### src/rtl/uart_pkg.sv
// uart_pkg: shared state/word-length types, oversample constant and stop-length helper for the UART TX path
// Contents:
//   BAUD_OVERSAMPLE  brc ticks per bit at the default build
//   tx_state_t       serializer FSM states
//   wlen_t           word length code (5..8 data bits)
//   stop_ticks()     stop period length in brc ticks for a given stb/wlen
package uart_pkg;
   localparam int BAUD_OVERSAMPLE = 16;
   typedef enum logic [2:0] {IDLE, START, DATA, PARITY, STOP} tx_state_t;
   typedef enum logic [1:0] {WLEN_5, WLEN_6, WLEN_7, WLEN_8} wlen_t;
   // 2 stop bits shrink to 1.5 for 5-bit words
   function automatic logic [7:0] stop_ticks(input logic stb, input wlen_t wlen);
      return !stb ? 8'(BAUD_OVERSAMPLE)
           : (wlen == WLEN_5) ? 8'(BAUD_OVERSAMPLE * 3 / 2)
           : 8'(2 * BAUD_OVERSAMPLE);
   endfunction
endpackage

### src/rtl/uart_bit_timer.sv
// uart_bit_timer: counts brc ticks within one bit period and flags the half-bit and full-bit boundaries
// Ports:
//   i_clk       clock (FIFO read clock)
//   i_rst_n     asynchronous active-low reset
//   i_brc       baud clock enable, one pulse per tick
//   i_clear     restart the bit period (tick count back to 0)
//   o_bit_end   this tick completes a full bit
//   o_half_end  this tick completes the first half of a bit
module uart_bit_timer
   import uart_pkg::*;
#(
   parameter int OVERSAMPLE = BAUD_OVERSAMPLE
) (
   input  logic i_clk,
   input  logic i_rst_n,
   input  logic i_brc,
   input  logic i_clear,
   output logic o_bit_end,
   output logic o_half_end
);
   localparam int CW = $clog2(OVERSAMPLE);
   logic [CW-1:0] r_cnt;
   assign o_bit_end  = i_brc && (r_cnt == CW'(OVERSAMPLE - 1));
   assign o_half_end = i_brc && (r_cnt == CW'(OVERSAMPLE / 2 - 1));
   always_ff @(posedge i_clk or negedge i_rst_n)
      if (!i_rst_n)
         r_cnt <= '0;
      else if (i_clear)
         r_cnt <= '0;
      else if (i_brc)
         r_cnt <= o_bit_end ? '0 : r_cnt + 1'b1;
endmodule

### src/rtl/uart_tx_serializer.sv
// uart_tx_serializer: pops bytes from the TX FIFO and shifts out start/data/parity/stop bits on o_sd
// Optional feature: define UART_TX_BREAK_EN to add i_brk, which forces o_sd low while the FSM keeps running.
// Ports:
//   i_clk        clock, same as FIFO read clock
//   i_rst_n      asynchronous active-low reset
//   i_brc        baud clock enable, OVERSAMPLE pulses per bit
//   i_fifo_empty TX FIFO empty flag
//   i_fifo_q     TX FIFO head word, valid while not empty
//   o_fifo_rd    1-clk pop strobe to the FIFO
//   i_wlen       word length: 00=5 .. 11=8 data bits
//   i_stb        0=1 stop bit, 1=2 stop bits (1.5 for 5-bit words)
//   i_pen        parity enable
//   i_eps        even parity select
//   i_stick      stick parity (parity bit = ~eps)
//   i_brk        break request (UART_TX_BREAK_EN only)
//   o_sd         serial data, idle high
//   o_busy       high from pop through the end of the last stop bit
//   o_tx_done    1-clk pulse on the last tick of the stop period
module uart_tx_serializer
   import uart_pkg::*;
#(
   parameter int OVERSAMPLE = BAUD_OVERSAMPLE,
   parameter int DATA_W     = 8
) (
   input  logic              i_clk,
   input  logic              i_rst_n,
   input  logic              i_brc,
   input  logic              i_fifo_empty,
   input  logic [DATA_W-1:0] i_fifo_q,
   output logic              o_fifo_rd,
   input  logic [1:0]        i_wlen,
   input  logic              i_stb,
   input  logic              i_pen,
   input  logic              i_eps,
   input  logic              i_stick,
`ifdef UART_TX_BREAK_EN
   input  logic              i_brk,
`endif
   output logic              o_sd,
   output logic              o_busy,
   output logic              o_tx_done
);
   tx_state_t  r_state;
   logic [7:0] r_shift;
   logic       r_par;
   logic [2:0] r_bit_cnt;
   wlen_t      r_wlen;
   logic       r_stb, r_pen, r_eps, r_stick;
   logic       r_sd, r_busy;
   logic       w_bit_end, w_half_end, w_stop_end, w_pop;
   logic       w_par_next, w_par_bit;
   logic [2:0] w_last_data, w_stop_halves;

   uart_bit_timer #(.OVERSAMPLE(OVERSAMPLE)) u_timer (
      .i_clk      (i_clk),
      .i_rst_n    (i_rst_n),
      .i_brc      (i_brc),
      .i_clear    (w_pop),
      .o_bit_end  (w_bit_end),
      .o_half_end (w_half_end)
   );

   assign w_last_data   = {1'b0, r_wlen} + 3'd4;
   // stop period measured in half bits (2, 3 or 4); r_bit_cnt counts completed halves in STOP
   assign w_stop_halves = 3'(stop_ticks(r_stb, r_wlen) / 8'(BAUD_OVERSAMPLE / 2));
   assign w_stop_end    = (r_state == STOP) && (w_bit_end || w_half_end) && (r_bit_cnt == w_stop_halves - 3'd1);
   // reset gating keeps a pop from leaking out while reset is held
   assign w_pop         = i_rst_n && !i_fifo_empty && ((r_state == IDLE) || w_stop_end);
   assign w_par_next    = r_par ^ r_shift[0];
   assign w_par_bit     = r_stick ? ~r_eps : (w_par_next ^ ~r_eps);

   always_ff @(posedge i_clk or negedge i_rst_n)
      if (!i_rst_n) begin
         r_state   <= IDLE;
         r_shift   <= '0;
         r_par     <= 1'b0;
         r_bit_cnt <= '0;
         r_wlen    <= WLEN_5;
         r_stb     <= 1'b0;
         r_pen     <= 1'b0;
         r_eps     <= 1'b0;
         r_stick   <= 1'b0;
         r_sd      <= 1'b1;
         r_busy    <= 1'b0;
      end else if (w_pop) begin
         r_state   <= START;
         r_sd      <= 1'b0;
         r_busy    <= 1'b1;
         r_shift   <= i_fifo_q[7:0];
         r_par     <= 1'b0;
         r_bit_cnt <= '0;
         r_wlen    <= wlen_t'(i_wlen);
         r_stb     <= i_stb;
         r_pen     <= i_pen;
         r_eps     <= i_eps;
         r_stick   <= i_stick;
      end else begin
         case (r_state)
            START:
               if (w_bit_end) begin
                  r_state <= DATA;
                  r_sd    <= r_shift[0];
               end
            DATA:
               if (w_bit_end) begin
                  r_par   <= w_par_next;
                  r_shift <= r_shift >> 1;
                  if (r_bit_cnt == w_last_data) begin
                     r_bit_cnt <= '0;
                     r_state   <= r_pen ? PARITY : STOP;
                     r_sd      <= r_pen ? w_par_bit : 1'b1;
                  end else begin
                     r_bit_cnt <= r_bit_cnt + 3'd1;
                     r_sd      <= r_shift[1];
                  end
               end
            PARITY:
               if (w_bit_end) begin
                  r_state <= STOP;
                  r_sd    <= 1'b1;
               end
            STOP:
               if (w_stop_end) begin
                  r_state <= IDLE;
                  r_busy  <= 1'b0;
               end else if (w_bit_end || w_half_end)
                  r_bit_cnt <= r_bit_cnt + 3'd1;
            default: ;
         endcase
      end

`ifdef UART_TX_BREAK_EN
   logic r_brk;
   always_ff @(posedge i_clk or negedge i_rst_n)
      if (!i_rst_n)
         r_brk <= 1'b0;
      else
         r_brk <= i_brk;
   assign o_sd = r_sd & ~r_brk;
`else
   assign o_sd = r_sd;
`endif
   assign o_fifo_rd = w_pop;
   assign o_busy    = r_busy;
   assign o_tx_done = w_stop_end;
endmodule

### config.mk
export PLATFORM = sky130hd
export DESIGN_NAME = uart_tx_serializer
export DESIGN_NICKNAME = d
export VERILOG_FILES = /design/src/rtl/uart_pkg.sv /design/src/rtl/uart_bit_timer.sv /design/src/rtl/uart_tx_serializer.sv
export SDC_FILE = /design/constraint.sdc
export NUM_CORES = 1
export LEC_CHECK = 0
export ABC_CLOCK_PERIOD_IN_PS = 2300
export BUFFER_PORTS_ARGS = -buffer_cell sky130_fd_sc_hd__buf_2
export CAP_MARGIN = 20
export CORE_ASPECT_RATIO = 1.1
export CORE_MARGIN = 4
export CORE_UTILIZATION = 50
export DETAILED_ROUTE_END_ITERATION = 10
export MAX_ROUTING_LAYER = met4
export PLACE_DENSITY = 0.77
export SLEW_MARGIN = 30
export SYNTH_ARGS = -nofsm -noshare
export SYNTH_HDL_FRONTEND = slang
export SYNTH_SLANG_ARGS = --single-unit
### constraint.sdc
create_clock -name i_clk -period 2.3 [get_ports i_clk]
set_clock_uncertainty 0.15 [all_clocks]
set_input_delay 0 -clock i_clk [delete_from_list [all_inputs] [get_ports i_clk]]
set_output_delay 0 -clock i_clk [all_outputs]
set_load 0.02 [all_outputs]
==> impl_metrics.py <==
metrics = {
    "global_routing": {
        "grt_first_pass_wirelength_um": 6020,
        "grt_util_all_layers": 0.210,
        "maximum_number_of_pins_on_one_net_before_global_route_repair": 28,
        "number_of_antenna_violations_at_the_first_check_in_global_routing": 0,
        "grt_pass1_vias": 1350,
        "global_route.overflow_total": 0,
    },
    "floorplanning": {
        "floorplan.io_pins": 22,
        "fp.dieH_um": 64.3,
        "die_area_um2": 3800,
        "fp.coreArea_um2": 2750,
        "cell_rows": 20,
        "initial_core_util": 0.523,
        "fp.dieW_um": 59.2,
    },
    "worst_setup_path": {
        "critical_path_peak_fanout": 15,
        "critPathSlowestCell": "sky130_fd_sc_hd__dfrtp_1",
        "critical_path.cell_chain": "or3_1 > a211oi_2 > o21bai_2 > a21boi_4 > buf_8 > buf_2",
        "cp_data_arrival_time_ns": 2.06,
        "criticalPathCategory": "reg -> out",
        "critical-path-max-stage-delay_ns": 0.41,
        "critical_path.top_delay_family": "compound AO/OA/AOI/OAI gates",
        "worst_ep_required_time_ns": 2.15,
        "worst_setup_path_start_kind": "flip-flop",
        "endpoint_kind": "output pin",
        "path_buf_inv": 2,
    },
    "final_layout": {
        "post-route-util": 0.669,
        "multi_input_area_um2": 719,
        "count_of_nets_after_finishing": 203,
        "number_of_antenna_cells_inserted": 0,
        "drive_above_1_share": 0.319,
        "fillerInstances": 217,
        "register_area_um2": 677,
        "mostFrequentLayoutCells": "sky130_fd_sc_hd__dfrtp_1, sky130_fd_sc_hd__buf_2, sky130_fd_sc_hd__dlygate4sd3_1",
        "final_common_cell": "sky130_fd_sc_hd__dfrtp_1",
        "synthToLayoutAreaGrowth_pct": 27.9,
    },
    "clocking": {
        "clkTransAtPathRegs_ns": 0.16,
        "clock_tree.htree_level_count": 1,
        "ctsRootBufferMaster": "sky130_fd_sc_hd__clkbuf_4",
        "tritoncts_buffer_count": 3,
        "tritoncts": "yes",
        "clkLatencyLatePin_ns": 0.33,
        "tritoncts_num_sinks": 27,
        "cts_buffer_depth": 2,
    },
    "yosys": {
        "synth_top_flop_cell": "sky130_fd_sc_hd__dfrtp_1",
        "netlist-cell-type-count": 41,
        "synth-edff-count": 0,
        "yosys_warnings": 0,
        "syn-num-nets": 156,
        "post-synth-top-area-fraction": 0.452,
        "synth_area_leaders": "sky130_fd_sc_hd__dfrtp_1, sky130_fd_sc_hd__mux2_2, sky130_fd_sc_hd__nand2_1, sky130_fd_sc_hd__nor2_1, sky130_fd_sc_hd__xnor2_1",
        "post_synth_inst_count": 136,
        "syn_avg_cell_area_um2": 10.6,
        "synthArstFlopShare": 1.00,
        "syn-cell-area_um2": 1440,
        "synthDominantAreaCellType": "sky130_fd_sc_hd__dfrtp_1",
        "yosysSeqAreaShare": 0.470,
        "synth-seq-cells": 27,
    },
    "placed_design": {
        "detailedPlacementHpwl_um": 2230,
        "finalWeightedCongestion": 0.837,
        "numPortBuffers": 21,
        "dpl_worst_slack_ns": 0.0827,
    },
    "timing": {
        "finalSetupTns_ns": 0,
        "rsz_0062_raised_after_global_routing": "yes",
        "finalHoldWorstSlack_ns": 0.0576,
        "slew_headroom": 0.621,
        "final_hold_viol_count": 0,
        "final_period_minus_worst_setup_slack_ns": 2.21,
        "final-setup-viol-count": 0,
        "timing.final.max_slew_violations": 0,
        "worstMarginPinSlew_ns": 0.561,
        "post-route-period-util": 0.961,
        "achievable-frequency_mhz": 453,
        "final_worst_setup_slack_ns": 0.0907,
    },
    "power": {
        "power_per_cell_area_nw_per_um2": 934,
        "cell_leakage_power_nw": 0.854,
        "power.ir.vdd_worst_mv": 0.554,
    },
    "routing": {
        "ant_nets": 0,
        "post_drt_wl_per_cell_um": 15.3,
        "drc": 0,
        "first_iter_violations": 31,
        "detailedRoute.firstPassIterationCount": 4,
        "route.vias.total": 1230,
        "wirelength_um": 3290,
        "route.detailed.vias_per_inst": 5.72,
    },
    "job": {
        "max-cap-violations": 0,
    },
    "worst_hold_path": {
        "class_of_the_most_critical_hold_timing_path": "in -> async",
    },
    "status": {
        "run_status": "completed",
    },
}
==> state kept, by name (all words and copies together), names as in the netlist <==
name and count:
o_busy 1, o_sd 1, r_bit_cnt 3, r_eps 1, r_par 1, r_pen 1
r_shift 8, r_state 3, r_stb 1, r_stick 1, r_wlen 2, u_timer.r_cnt 4
==> final timing paths <==
check | cells past startpoint | endpoint | start | slack [ns]
hold / removal | 3 | r_bit_cnt[0] | i_rst_n | 0.06
setup / recovery | 6 | o_fifo_rd | r_wlen[0] | 0.09
min in group i_clk | 3 | r_wlen[1] | i_wlen[1] | 0.27
hold reg to reg | 1 | o_busy | o_busy | 0.35
setup reg to reg | 6 | r_eps | r_wlen[0] | 0.11
max in group asynchronous | 3 | o_sd | i_rst_n | 1.64
==> cell families after synthesis <==
kind of cell / synth area share
DFF: 0.470
AOI/OAI and AO/OA: 0.129
and+or+nand+nor: 0.176
buffers and inverters: 0.0322
xor gates and xnor gates: 0.0365
adders and majority gates: 0.0174
muxes: 0.139
==> where the power goes <==
part	total, mW	internal, mW	switching (mW)	leakage [nW]
Clock	0.207	0.0664	0.141	0.0139
Combinational	0.670	0.365	0.305	0.500
Sequential	0.843	0.670	0.173	0.340
==> per-layer routing <==
metal  routed length (um)  track usage  share of wire
met1                 1250        0.245           0.38
met2                 1830        0.359           0.56
met3                  125       0.0263          0.038
met4                   72       0.0878          0.022
met5                    0            -              0
==> worst register-to-register path, stage by stage, from the launching register on <==
cell and delay [ns]:
sky130_fd_sc_hd__dfrtp_1 0.41, sky130_fd_sc_hd__or3_1 0.39, sky130_fd_sc_hd__a211oi_2 0.25, sky130_fd_sc_hd__o21bai_2 0.14
sky130_fd_sc_hd__a21boi_4 0.20, sky130_fd_sc_hd__buf_4 0.21, sky130_fd_sc_hd__mux2_2 0.35
==> synthesized netlist by cell type, drive strengths merged (2+ instances only) <==
library cell / number
o21ai: 2
xor2: 2
mux2: 16
buf: 4
nor2: 11
xnor2: 4
dfrtp: 26
nor3: 5
a32oi: 2
a21oi: 5
nand3: 5
and3: 2
nand3b: 3
clkbuf: 3
mux2i: 2
nand2: 16
inv: 2
ha: 2
o221ai: 3
or3: 2
==> per-stage QoR <==
step                      cell area [um^2]  cells  power (mW)
after floorplan                       1440    136        1.28
after global placement                1620    193        1.44
after detailed placement              1620    193        1.48
after CTS                             1830    214        1.72
after global routing                  1840    215        1.86
final                                 1840    215        1.72
==> final cells by class <==
| type | instances | area share |
|---|---|---|
| Clock inverter | 1 | 0.00408 |
| Inverter | 2 | 0.00408 |
| Clock buffer | 3 | 0.0122 |
| Sequential cell | 27 | 0.368 |
| Timing Repair Buffer | 49 | 0.199 |
| Multi-Input combinational cell | 100 | 0.391 |
| Tap cell | 33 | 0.0224 |
==> what timing repair did <==
item,4_1_cts,5_1_grt
buffers inserted,0,1
endpoints found under the setup margin,1,16
gates resized for setup,1,2
pin swaps,0,1
hold endpoints to repair,45,0
hold buffers,17,0
Power figures use the tool's default switching activity.
